`config.mk`:
```
export PLATFORM = sky130hd
export DESIGN_NAME = uart_rx
export DESIGN_NICKNAME = d
export VERILOG_FILES = /design/src/rtl/uart_rx_pkg.sv /design/src/rtl/uart_rx_sync.sv /design/src/rtl/uart_rx.sv
export SDC_FILE = /design/constraint.sdc
export NUM_CORES = 1
export LEC_CHECK = 0
export CAP_MARGIN = 20
export CORE_MARGIN = 2
export CORE_UTILIZATION = 30
export DETAILED_ROUTE_END_ITERATION = 10
export PLACE_DENSITY = 0.47
export SLEW_MARGIN = 20
export SYNTH_ARGS = -nofsm -noshare
export SYNTH_HDL_FRONTEND = slang
export SYNTH_SLANG_ARGS = --single-unit
```
`constraint.sdc`:
```
create_clock -name clk -period 2.9 [get_ports clk]
set_input_delay 0.58 -clock clk [delete_from_list [all_inputs] [get_ports clk]]
set_output_delay 0.58 -clock clk [all_outputs]
set_load 0.01 [all_outputs]
```
`src/rtl/uart_rx_pkg.sv`:
```
// ============================================================================
// Module : uart_rx_pkg
// Brief  : Shared UART constants and the receiver state encoding.
// Rev    : 1.0
// ============================================================================
`default_nettype none

package uart_rx_pkg;

    // Oversampling factor shared with the transmitter; bit period = dvsr*OVRSMPL*2.
    localparam int unsigned OVRSMPL = 16;

    typedef enum logic [5:0] {
        IDLE      = 6'b000001,
        START     = 6'b000010,
        DATA      = 6'b000100,
        PARITY    = 6'b001000,
        STOP      = 6'b010000,
        WAIT_HIGH = 6'b100000
    } rx_state_e;

endpackage

`default_nettype wire

```
`src/rtl/uart_rx_sync.sv`:
```
// ============================================================================
// Module : uart_rx_sync
// Brief  : Two-flop synchroniser with a parameterised reset value.
// Rev    : 1.0
// ============================================================================
`default_nettype none

module uart_rx_sync #(
    parameter logic RST_VAL = 1'b1
) (
    input  logic clk,
    input  logic rst,
    input  logic d,
    output logic q
);

    logic meta_q;
    logic sync_q;

    always_ff @(posedge clk or posedge rst) begin
        if (rst) begin
            meta_q <= RST_VAL;
            sync_q <= RST_VAL;
        end else begin
            meta_q <= d;
            sync_q <= meta_q;
        end
    end

    assign q = sync_q;

endmodule

`default_nettype wire

```
`src/rtl/uart_rx.sv`:
```
// ============================================================================
// Module : uart_rx
// Brief  : UART receiver, 1 start, W_DATA data (LSB first), even parity, 1 stop.
// Rev    : 1.0
// ============================================================================
`default_nettype none

module uart_rx
    import uart_rx_pkg::*;
#(
    parameter int W_DATA = 8,
    parameter int W_DVSR = 16
) (
    input  logic              clk,
    input  logic              rst,
    input  logic [W_DVSR-1:0] dvsr,
    input  logic              rx_din,
    output logic [W_DATA-1:0] rx_dout,
    output logic              rx_done,
    output logic              parity_err,
    output logic              frame_err
);

    localparam int TW = W_DVSR + 6;
    localparam int BW = $clog2(W_DATA);

    rx_state_e         state_q, state_d;
    logic [W_DVSR-1:0] dvsr_q, dvsr_d;
    logic [TW-1:0]     tick_q, tick_d;
    logic [BW-1:0]     bit_q, bit_d;
    logic [W_DATA-1:0] shift_q, shift_d;
    logic              par_q, par_d;
    logic [W_DATA-1:0] rx_dout_q, rx_dout_d;
    logic              rx_done_q, rx_done_d;
    logic              perr_q, perr_d;
    logic              ferr_q, ferr_d;
    logic              rx_prev_q;

    logic              rx_s;
    logic [TW-1:0]     w_half;
    logic [TW-1:0]     w_full;
    logic              w_fall;
    logic              w_start_ok;
    logic              w_half_end;
    logic              w_full_end;
    logic              w_last_bit;

    uart_rx_sync #(.RST_VAL(1'b1)) u_sync (
        .clk (clk),
        .rst (rst),
        .d   (rx_din),
        .q   (rx_s)
    );

    assign w_half     = TW'(dvsr_q) * TW'(OVRSMPL);
    assign w_full     = w_half << 1;
    assign w_fall     = rx_prev_q & ~rx_s;
    assign w_start_ok = w_fall && (dvsr != '0);
    assign w_half_end = (tick_q == w_half - TW'(1));
    assign w_full_end = (tick_q == w_full - TW'(1));
    assign w_last_bit = (bit_q == BW'(W_DATA - 1));

    always_ff @(posedge clk or posedge rst) begin
        if (rst) begin
            state_q   <= IDLE;
            dvsr_q    <= '0;
            tick_q    <= '0;
            bit_q     <= '0;
            shift_q   <= '0;
            par_q     <= 1'b0;
            rx_dout_q <= '0;
            rx_done_q <= 1'b0;
            perr_q    <= 1'b0;
            ferr_q    <= 1'b0;
            rx_prev_q <= 1'b1;
        end else begin
            state_q   <= state_d;
            dvsr_q    <= dvsr_d;
            tick_q    <= tick_d;
            bit_q     <= bit_d;
            shift_q   <= shift_d;
            par_q     <= par_d;
            rx_dout_q <= rx_dout_d;
            rx_done_q <= rx_done_d;
            perr_q    <= perr_d;
            ferr_q    <= ferr_d;
            rx_prev_q <= rx_s;
        end
    end

    always_comb begin
        state_d = state_q;
        case (state_q)
            IDLE:      if (w_start_ok) state_d = START;
            START:     if (w_half_end) state_d = rx_s ? IDLE : DATA;
            DATA:      if (w_full_end && w_last_bit) state_d = PARITY;
            PARITY:    if (w_full_end) state_d = STOP;
            STOP:      if (w_full_end) state_d = rx_s ? IDLE : WAIT_HIGH;
            WAIT_HIGH: if (rx_s) state_d = IDLE;
            default:   state_d = IDLE;
        endcase
    end

    always_comb begin
        dvsr_d    = dvsr_q;
        tick_d    = tick_q;
        bit_d     = bit_q;
        shift_d   = shift_q;
        par_d     = par_q;
        rx_dout_d = rx_dout_q;
        rx_done_d = 1'b0;
        perr_d    = perr_q;
        ferr_d    = ferr_q;
        case (state_q)
            IDLE: begin
                if (w_start_ok) begin
                    dvsr_d  = dvsr;
                    tick_d  = '0;
                    bit_d   = '0;
                    shift_d = '0;
                end
            end
            START: begin
                tick_d = w_half_end ? '0 : tick_q + TW'(1);
            end
            DATA: begin
                if (w_full_end) begin
                    tick_d  = '0;
                    shift_d = {rx_s, shift_q[W_DATA-1:1]};
                    bit_d   = w_last_bit ? '0 : bit_q + BW'(1);
                end else begin
                    tick_d = tick_q + TW'(1);
                end
            end
            PARITY: begin
                if (w_full_end) begin
                    tick_d = '0;
                    par_d  = rx_s;
                end else begin
                    tick_d = tick_q + TW'(1);
                end
            end
            STOP: begin
                // Results land one cycle after the mid-stop sample.
                if (w_full_end) begin
                    tick_d    = '0;
                    rx_dout_d = shift_q;
                    perr_d    = par_q ^ (^shift_q);
                    ferr_d    = ~rx_s;
                    rx_done_d = 1'b1;
                end else begin
                    tick_d = tick_q + TW'(1);
                end
            end
            WAIT_HIGH: begin
                tick_d = '0;
            end
            default: begin
                tick_d = '0;
                bit_d  = '0;
            end
        endcase
    end

    assign rx_dout    = rx_dout_q;
    assign rx_done    = rx_done_q;
    assign parity_err = perr_q;
    assign frame_err  = ferr_q;

endmodule

`default_nettype wire
```
==> impl_metrics.yaml <==
placement:
  placed_cells: 751
  place_ws_ps: -216
  place_area_mm2: 0.00553
  dp_hpwl_um: 9950
  gp_congestion: 0.910
  portBuffers: 29
global_routing:
  grt_pass1_vias: 4057
  grt_pass1_wl_um: 21600
  grt_max_degree: 35
  grt_overflow: 0
  antenna_found_initial: 0
  grtUsageTotal_pct: 16.9
final_layout:
  fill_cells: 1527
  finalInstanceArea_mm2: 0.00599
  antenna_cells: 0
  final_cell_count_no_fill: 770
  areaGrowthSynthToFinish_pct: 28.0
  multi_input_comb_area_mm2: 0.00276
  seq_area_mm2: 0.00176
  fin_nets: 600
  drive_gt1_share_pct: 26.3
setup_path:
  r2r_cells: 11
  crit_path_top_delay_cell: "or4_4"
  r2r-start: "dvsr_q[1]"
  start_kind: "register"
  crit_required_ps: 3110
  cp-end-kind: "register"
  critPathArrivalTime_ps: 3150
  cp_max_fo: 7
  cpPeakStageDelay_ps: 540
  cp_cell_sequence: "buf_6, or4_4, o311ai_2, buf_4, and3b_1, nand4_1, nor4_2, nor2_2, nor2_2, buf_6, o221ai_1"
  r2r-end: "tick_q[19]"
  path_buf_inv: 3
  path_class: "register to register"
  rrSetupSlack_ps: -40
  cp_top_family: "simple AND/OR/NAND/NOR gates"
floorplanning:
  rows: 45
  die_width_um: 129
  die-height_um: 129
  die_area_mm2: 0.0166
  pin_count: 30
  start_util_pct: 30.8
  coreArea_mm2: 0.0152
drt:
  drc: 0
  drt_wl_total_um: 13400
  dr.first_iter.drc_count: 287
  firstDrtPassIters: 5
  antenna_left: 0
  wire_per_inst_um: 17.4
  routed_via_density: 5.37
  vias: 4138
outcome:
  status: "complete, but fails checks"
  failed_checks: "negative setup slack"
clocking:
  clk_pin_slew_ps: 60
  cts_root_buffer: "clkbuf_16"
  h-tree-depth: 3
  cts_sinks: 70
  clock_latency_ps: 350
  numCtsBuffers: 9
  cts_tree: "yes"
  clockBufferDepth: 2
worst_hold_path:
  holdPathEnd: "u_sync.q"
  hp-class: "register to register"
  hold_depth: 0
  min-delay-start: "u_sync.meta_q"
sta:
  clock_skew_ps: 7.98
  min_period_over_period_pct: 101
  slew_headroom_pct: 63.7
  setup_viol: 12
  slew_viol_final: 0
  fin_ws_ps: -38.5
  max_clock_freq_mhz: 340
  post-route-min-period_ps: 2940
  rsz0062_at_grt: "yes"
  hold_viol: 0
  worstMarginPinSlew_ps: 539
synthesis:
  syn_area_mm2: 0.00468
  synth_edf_count: 0
  synth_common_cells: "dfrtp_1 (66), nand2_1 (45), nor2_1 (42)"
  ys.flop_type: "dfrtp_1"
  yosysTopAreaCellShare_pct: 35.3
  synth_cell_types: 72
  yosysTopAreaCell: "dfrtp_1"
  synthesis.nets: 532
  async_flop_share_pct: 100
  netlist_instances: 509
  synth-seq-cells: 70
  avgSynthCellArea_um2: 9.19
  synthTopCellsByArea: "dfrtp_1 (35%), xnor2_1 (6.6%), mux2_2 (4.6%)"
  yosysMostFrequentCell: "dfrtp_1"
  synth-seq-area-share_pct: 37.5
  ys_warn_count: 0
pwr:
  peakVddDrop_mv: 0.323
  fin_total_pwr_mw: 4.86
  p_leak_nw: 2.51
  power_density_mw_per_mm2: 811
flow_run:
  maxCapViolCount: 0
-- sequential cells by signal, summed over array words and instances (netlist names) --
signal	cells
bit_q	3
par_q	1
parity_err	1
rx_prev_q	1
frame_err	1
u_sync.meta_q	1
tick_q	22
rx_dout	8
rx_done	1
shift_q	8
dvsr_q	16
u_sync.q	1
state_q	6
-- per-layer routing --
metal  GRT usage (%)  up-vias  wire length (um)
li1                -     1985                 -
met1            23.0     2008              6190
met2            26.5      131              6090
met3            4.86       14               928
met4            4.28        0               183
met5               0        -                 0
-- metrics by stage --
stage / util, % / setup TNS, ps / hold slack, ps
after floorplan: - / 0 / 345
after global placement: 36.4 / -4620 / 349
after detailed placement: 36.4 / -4770 / 348
after CTS: 38.5 / 0 / 357
after global routing: 39.4 / -2910 / 363
final: 39.4 / -196 / 357
-- power by group --
part / switching, mW / internal [mW] / total [mW] / leakage [nW]
logic: 1.25 / 1.18 / 2.42 / 1.45
clock network: 0.484 / 0.591 / 1.08 / 0.142
registers: 0.223 / 1.14 / 1.36 / 0.923
-- worst max path at each step --
| stage | slack [ps] | endpoint | from | depth (start not counted) |
|---|---|---|---|---|
| after floorplan | 10 | rx_dout[0] | dvsr_q[0] | 12 |
| after global placement | -250 | state_q[2] | dvsr_q[0] | 10 |
| after detailed placement | -220 | bit_q[1] | dvsr_q[0] | 10 |
| after CTS | 2 | tick_q[4] | dvsr_q[0] | 12 |
| after global routing | -170 | tick_q[6] | dvsr_q[1] | 11 |
| final | -40 | tick_q[19] | dvsr_q[1] | 11 |
-- repair_timing --
item / 4_1_cts / 5_1_grt
pin swaps: 1 / 17
gates resized for setup: 10 / 40
hold buffers: 0 / 0
endpoints found under the setup margin: 44 / 33
setup buffers: 1 / 2
-- cell usage in the layout, fill, tap and decap left out, drive strengths merged, types with 3 or more instances in the layout --
master         instances
o31ai                  5
o21ai                 34
clkdlybuf4s50         29
clkinv                 4
ha                     4
a311oi                 3
and3                  10
a21oi                 11
dfstp                  4
o221ai                 3
o211ai                12
nor2b                  4
clkbuf                 9
a22o                  10
nor3                  22
nor2                  43
nor4                  15
a31oi                  3
o22ai                  3
or2                    3
or3                    3
buf                   72
nand4                  9
xnor2                 35
mux2                  24
or4                    4
inv                   15
nand2                 45
dfrtp                 66
and2                   3
xnor3                  3
a211oi                 5
nand3                 20
xor2                  14
-- layout make-up --
type / count / share of cell area (%)
clock buffers: 9 / 3.76
clock inverters: 7 / 0.940
inverters: 12 / 0.752
multi-input cells: 383 / 46.0
flip-flops and latches: 70 / 29.4
well taps: 188 / 3.93
repair buffers: 101 / 15.2
-- kinds of logic after synthesis --
kind of cell	count (synthesis)	synth area share, %
simple gates	193	21.8
compound gates	107	15.8
flops	70	37.5
buf+inv	56	6.47
xor+xnor	53	11.1
mux	26	6.20
fa+ha+maj	4	1.07
No activity file was read; power rests on OpenSTA's default activity.
